$ cat config.mk
export PLATFORM = sky130hd
export DESIGN_NAME = beat_player
export DESIGN_NICKNAME = d
export VERILOG_FILES = /design/src/rtl/beat_player.sv
export SDC_FILE = /design/constraint.sdc
export NUM_CORES = 1
export LEC_CHECK = 0
export CELL_PAD_IN_SITES_DETAIL_PLACEMENT = 1
export CELL_PAD_IN_SITES_GLOBAL_PLACEMENT = 1
export CORE_ASPECT_RATIO = 2
export CORE_UTILIZATION = 33
export CTS_BUF_LIST = sky130_fd_sc_hd__clkbuf_4
export CTS_CLUSTER_SIZE = 12
export DETAILED_ROUTE_END_ITERATION = 6
export HOLD_SLACK_MARGIN = 0.08
export PLACE_DENSITY = 0.69
export SYNTH_ARGS = -nofsm -noshare
export SYNTH_HDL_FRONTEND = slang
export SYNTH_SLANG_ARGS = --single-unit
$ cat constraint.sdc
create_clock -name clk -period 5.45 [get_ports clk]
set_clock_uncertainty 0.2 [all_clocks]
set_input_delay 1.3625 -clock clk [delete_from_list [all_inputs] [get_ports clk]]
set_output_delay 1.3625 -clock clk [all_outputs]
set_load 0.05 [all_outputs]
$ cat src/rtl/beat_player.sv
// Drum-machine datapath: stores four 8-step patterns and the tempo, derives the
// eighth-note step tick, and emits per-instrument trigger pulses and a step LED.
module beat_player #(
  parameter int unsigned CLK_HZ      = 50000000,
  parameter int unsigned ACC_W       = 32,
  parameter int unsigned TRIG_CYCLES = 2500000,
  parameter int unsigned BPM_DEFAULT = 120
) (
  input  logic       clk,
  input  logic       reset,
  input  logic [7:0] data_in,
  input  logic       ld_ins1,
  input  logic       ld_ins2,
  input  logic       ld_ins3,
  input  logic       ld_ins4,
  input  logic       ld_bpm,
  input  logic       play,
  input  logic [3:0] timing,
  output logic       step_tick,
  output logic [3:0] trig,
  output logic [7:0] active_step,
  output logic       bpm_err
);

  localparam logic [63:0]      TICK_DIV_W = 64'(CLK_HZ) * 64'd30;
  localparam logic [ACC_W-1:0] TICK_DIV   = ACC_W'(TICK_DIV_W);
  localparam int unsigned      CNT_W      = $clog2(TRIG_CYCLES + 1);
  localparam logic [CNT_W-1:0] TRIG_LOAD  = CNT_W'(TRIG_CYCLES);
  localparam logic [7:0]       BPM_RST    = 8'(BPM_DEFAULT);

  logic [3:0][7:0]       r_pat;
  logic [7:0]            r_bpm;
  logic                  r_bpm_err;
  logic [ACC_W-1:0]      r_acc;
  logic                  r_tick;
  logic [3:0]            r_s1;
  logic [3:0]            r_s2;
  logic [3:0]            r_prev;
  logic [3:0][CNT_W-1:0] r_cnt;
  logic [3:0]            r_trig;
  logic [7:0]            r_act;

  logic [3:0]            w_ld;
  logic [ACC_W-1:0]      w_sum;
  logic                  w_wrap;
  logic                  w_valid;
  logic                  w_event;
  logic [2:0]            w_idx;
  logic [7:0]            w_onehot;
  logic [3:0][CNT_W-1:0] w_cnt_next;
  logic [3:0]            w_trig_next;

  assign w_ld     = {ld_ins4, ld_ins3, ld_ins2, ld_ins1};
  assign w_sum    = r_acc + ACC_W'(r_bpm);
  assign w_wrap   = (w_sum >= TICK_DIV);
  assign w_valid  = (r_s2 >= 4'd1) && (r_s2 <= 4'd8);
  assign w_event  = play && w_valid && (r_s2 != r_prev);
  assign w_idx    = 3'(r_s2 - 4'd1);
  assign w_onehot = 8'b1 << w_idx;

  always_ff @(posedge clk) begin
    if (!reset) begin
      r_pat     <= '0;
      r_bpm     <= BPM_RST;
      r_bpm_err <= 1'b0;
    end else begin
      for (int unsigned i = 0; i < 4; i++) begin
        if (w_ld[i]) r_pat[i] <= data_in;
      end
      if (ld_bpm) begin
        if (data_in == '0) begin
          r_bpm_err <= 1'b1;
        end else begin
          r_bpm     <= data_in;
          r_bpm_err <= 1'b0;
        end
      end
    end
  end

  // Remainder is carried across ticks so the average period is exact.
  always_ff @(posedge clk) begin
    if (!reset || !play) begin
      r_acc  <= '0;
      r_tick <= 1'b0;
    end else if (w_wrap) begin
      r_acc  <= w_sum - TICK_DIV;
      r_tick <= 1'b1;
    end else begin
      r_acc  <= w_sum;
      r_tick <= 1'b0;
    end
  end

  always_ff @(posedge clk) begin
    if (!reset) begin
      r_s1   <= '0;
      r_s2   <= '0;
      r_prev <= '0;
    end else begin
      r_s1   <= timing;
      r_s2   <= r_s1;
      r_prev <= r_s2;
    end
  end

  // trig is registered from the counter's next value so it rises on the event edge.
  always_comb begin
    w_cnt_next  = r_cnt;
    w_trig_next = '0;
    for (int unsigned i = 0; i < 4; i++) begin
      if (!play) begin
        w_cnt_next[i] = '0;
      end else if (w_event && r_pat[i][w_idx]) begin
        w_cnt_next[i] = TRIG_LOAD;
      end else if (r_cnt[i] != '0) begin
        w_cnt_next[i] = r_cnt[i] - CNT_W'(1);
      end
      w_trig_next[i] = (w_cnt_next[i] != '0);
    end
  end

  always_ff @(posedge clk) begin
    if (!reset) begin
      r_cnt  <= '0;
      r_trig <= '0;
      r_act  <= '0;
    end else begin
      r_cnt  <= w_cnt_next;
      r_trig <= w_trig_next;
      r_act  <= (play && w_valid) ? w_onehot : '0;
    end
  end

  assign step_tick   = r_tick;
  assign trig        = r_trig;
  assign active_step = r_act;
  assign bpm_err     = r_bpm_err;

endmodule

# Word-level counts from Yosys, hierarchy flattened
# Cells that the tools add are included.
[op_classes]
addsub = 7
n_lt_le_gt_ge = 4
n_eq_ne = 1
shift = 1
muxes = 23
n_bitwise = 1
reduce_logical = 21
[op_table]
columns = ["operator", "count"]
rows = [
  ["$mux 22", 12],
  ["$reduce_bool 22->1", 8],
  ["$sub 22x1->22 const B", 4],
  ["$add 32x8->32", 1],
  ["$ge 32x31->1 const B", 1],
  ["$mux 32", 1],
  ["$sub 32x31->32 const B", 1],
  ["$bmux 1 s3", 4],
  ["$logic_not 8->1", 1],
  ["$shl 1x3->8 const A", 1],
  ["$logic_and 1x1->1", 7],
  ["$mux 1", 6],
  ["$ge 4x1->1 const B", 1],
  ["$le 4x4->1 const B", 1],
  ["$lt 3x4->1 const B", 1],
  ["$ne 4x4->1", 1],
  ["$reduce_and 2->1", 2],
  ["$sub 3x1->3 const B", 1],
  ["$logic_not 1->1", 2],
  ["$logic_or 1x1->1", 1],
  ["$not 1->1", 1],
]
[word_totals]
register_bits = 186
input_bits = 20
out_inout_bits = 14
elab_cells = 75

# Depth between registers and ports, before layout
[logic_depth]
ltp_word = 8
depth_mapped = 16
mapped_depth_nobuf = 14

# Least setup slack after synthesis
# OpenSTA, ideal clock, no wires.
[synth_timing]
path_type = "reg2reg"
start = "reg r_bpm[0]"
end = "reg r_acc[22]"
setup_ns = 0.071
t_arrival_ns = 3.504
required_time_ns = 5.179
setup_slack_ns = 1.675
stages_incl_launch_ff = 16
n_path_buf = 1
period_less_slack_ns = 3.775
cell_sequence = "dfxtp_1 ha_1 fa_1 a211oi_1 o211ai_1 nand2_1 xnor2_1 ha_1 inv_1 a31oi_2 o311ai_2 and3_1 buf_6 o21a_4 or4_1 a21oi_1"
[synth_via]
elab_chain_cells = 3
word_cells_on_any_way = 4
cone_classes = "add/sub (2); order compare (1); mux (1)"
[synth_lines]
columns = ["item", "line", "source"]
rows = [
  ["start: declaration", "32", "logic [7:0] r_bpm;"],
  ["start signal: assignment", "74", "r_bpm <= data_in;"],
  ["$add 32x8->32 *", "54", "assign w_sum = r_acc + ACC_W'(r_bpm);"],
  ["$sub 32x31->32 or $ge 32x31->1 (tied branches)", "87, 55", ""],
  ["$mux 32 *", "86", "end else if (w_wrap) begin"],
  ["end signal: assignment", "87", "r_acc <= w_sum - TICK_DIV;"],
  ["end signal: assignment", "90", "r_acc <= w_sum;"],
  ["end: declaration", "34", "logic [ACC_W-1:0] r_acc;"],
]
# Every way passes the cells marked *; elsewhere a longest branch is shown, timed or not.
# A chain may end at the register's enable or synchronous reset.

# Worst setup path after layout
# Same ends and word-level chain as after synthesis.

==> results by group <==
Outcome
  • Status: finished, final reports clean

Cells and area
  • Area Overhead vs Synth: 9.75%
  • Commonest cells after routing, fill and taps aside: dfxtp_1 (186), nor2_1 (123), nand2_1 (79)
  • Final Util: 36.7%
  • Layout net count: 1,179
  • Most common cell after layout, fill and taps aside: dfxtp_1
  • # fillers: 3,507
  • Layout cells sized above 1: 5.98%

Drt
  • Detailed Route WL: 25.9 mm
  • Via count of the routed design: 8,232
  • Drt initial violations: 259
  • Routed wire per std cell: 17.1 µm
  • DRC errors left: 0
  • Drt first pass iters: 6
  • DRT antenna net count: 0
  • Via density: 5.43

Timing
  • Period utilization: 79.5%
  • Final worst slack: 1.12 ns
  • Fin. max-slew vios: 0
  • Fmax: 0.231 GHz
  • Final setup violation count: 0
  • Final hold vios: 0
  • Fin crit period: 4.33 ns
  • RSZ-0062 raised after global routing: no
  • Hold_ws: 0.260 ns
  • Slew @ Worst Pin: 0.829 ns
  • Slew HR: 44.3%
  • Setup TNS: 0 ns

Floorplanning
  • Rows: 88
  • Die height: 244 µm
  • Core Area: 0.0288 mm²
  • Die width: 123 µm
  • Initial Utilization: 33.4%
  • Top Ports: 34
  • Die area: 0.0300 mm²

Clock network
  • Clk_lat worst skew: 0.62 ns
  • Post-CTS Setup Repair Bufs: 0
  • CTS clk-pin slew, worst paths: 0.16 ns
  • Clk sinks: 186
  • CTS Root Cell: clkbuf_4
  • Cts hold-fix bufs: 0
  • CTS tree: built
  • H-tree levels: 4
  • Clock buffer depth: 2
  • Number of CTS-inserted buffers: 17
  • Post_cts resized: 0

Place
  • HPWL after DPL: 20.2 mm
  • I/O Buffers: 33
  • Place WS: 0.994 ns
  • Gpl congestion: 0.855

Synth
  • Dominant synthesized flop cell: dfxtp_1
  • Number of flops mapped to enable cells by yosys: 0
  • FFs w/ async S/R, synth: 0%
  • Synth area leader: dfxtp_1
  • Synth warnings: 0
  • Synth unique cells: 72
  • Sequential-to-total area share from yosys stat: 38.6%
  • Top post-synthesis cells by area: dfxtp_1 (39%), xnor2_1 (5.4%), nor2_1 (4.8%)
  • Post-synth top area share: 38.6%
  • Syn nets: 1,163
  • Synthesized flop and latch total: 186
  • Syn Inst Count: 1,125
  • Syn_area_per_cell: 8.58 µm²
  • Post-Synthesis Cell Area: 0.00965 mm²

Setup path
  • WP data arrival: 4.70 ns
  • Max FO, Critical Path: 25
  • Max incr delay on CP: 0.54 ns
  • Critical path capture point type: register
  • WS Path Type: register to register
  • Worst Path Required: 5.81 ns
  • CP max-delay cell: or4_1
  • Worst Setup Start Kind: register
  • Most used cell, CP: ha_1
  • CP cell instances: ha_1, fa_1, a211oi_1, o211ai_1, nand2_1, xnor2_1, ha_1, inv_1, a31oi_2, o311ai_2, and3_1, o21a_4, or4_1, a21oi_1

GRT
  • First-pass GRT wire length: 43.6 mm
  • Gr usage total: 18.6%
  • Initial antenna violation count: 1
  • Number of global-route vias before repair: 8,836
  • Largest net degree at the start of global routing: 55
  • Congestion Overflow GR: 0

Power
  • Power Density: 587 mW/mm²
  • Max VDD drop: 0.190 mV
  • Leakage: 4.06 nW

Min path
  • Hold Crit Class: register to register

Run
  • Total of max-cap violations: 0
[flip-flops by register name, indices dropped and copies added (netlist names), 8 cells and up]
signal / cells
r_cnt: 88
r_acc: 32
r_pat: 32
active_step: 8
r_bpm: 8
[power by group]
group          switching (W)  internal, W  leakage (nW)
logic                0.00210      0.00141          2.38
clock network       0.000521     0.000289         0.160
registers           0.000279      0.00162          1.52
[synthesized netlist by cell type (3+ instances only)]
cell / n
nand4_1: 24
a41oi_1: 3
mux2i_1: 38
a21o_1: 9
a22oi_1: 3
o21a_1: 5
o21bai_1: 3
o21ai_0: 22
a211oi_1: 10
buf_6: 3
a21boi_0: 4
nor2_1: 123
clkbuf_1: 35
or3_1: 23
mux2_2: 4
o31ai_1: 14
and2_1: 33
mux4_2: 8
or4_1: 14
nor3_1: 60
or2_2: 6
buf_2: 4
nand3b_1: 5
nor2b_1: 37
ha_1: 17
nor4b_1: 3
nand3_1: 46
a211o_1: 3
dfxtp_1: 186
and4_1: 4
and3_1: 13
nor4_1: 18
nand2_1: 80
o211a_1: 3
a21oi_1: 71
nand2b_1: 12
xnor2_1: 60
nor3b_1: 9
inv_1: 18
a31oi_1: 4
o211ai_1: 7
xor2_1: 44
[layer usage]
layer	track usage, %	vias up	share of wire, %
met1	17.1	4028	35
met4	10.4	0	4.5
met2	37.0	95	59
li1	-	4045	-
met3	2.65	64	1.7
met5	0	-	0
[logic make-up after synthesis]
family / after synthesis / synth area share [%]
flip-flops: 186 / 38.6
adder cells (fa/ha/maj): 18 / 2.41
multiplexers: 50 / 6.28
AND/OR/NAND/NOR: 523 / 28.3
XOR/XNOR: 104 / 9.44
AO/OA/AOI/OAI: 182 / 12.3
buffers and inverters: 62 / 2.70
[worst max-delay path, delay by kind of cell (launching register included)]
family | cells | cell delay, ns
buffers and inverters | 1 | 0.06
xor gates and xnor gates | 1 | 0.18
AOI/OAI and AO/OA | 6 | 1.58
adders and majority gates | 3 | 0.88
DFF | 1 | 0.35
and+or+nand+nor | 3 | 1.01
[per-stage QoR]
step | area (µm²) | power, W | instances
after floorplan | 9650 | 0.00456 | 1125
after global placement | 10300 | 0.00540 | 1482
after detailed placement | 10300 | 0.00545 | 1482
after CTS | 10600 | 0.00630 | 1514
after global routing | 10600 | 0.00676 | 1515
final | 10600 | 0.00621 | 1515
[area by class of cell]
cell class / count / area (µm²) / area share (%)
diodes: 1 / 2.50 / 0.0236
clock buffers: 18 / 135 / 1.28
clock inverters: 14 / 158 / 1.49
inverters: 18 / 67.6 / 0.638
multi-input cells: 877 / 5670 / 53.5
flip-flops and latches: 186 / 3720 / 35.2
well taps: 360 / 450 / 4.25
repair buffers: 41 / 385 / 3.64
[worst paths after layout]
path | startpoint | end | slack (ns) | cells after the start
worst max-delay path | r_bpm[0] | r_acc[22] | 1.12 | 14
worst min-delay path | r_s1[3] | r_s2[3] | 0.26 | 1
worst max register to register | r_bpm[0] | r_acc[22] | 1.12 | 14
worst min register to register | r_s1[3] | r_s2[3] | 0.26 | 1
(Power assumes the default switching activity.)
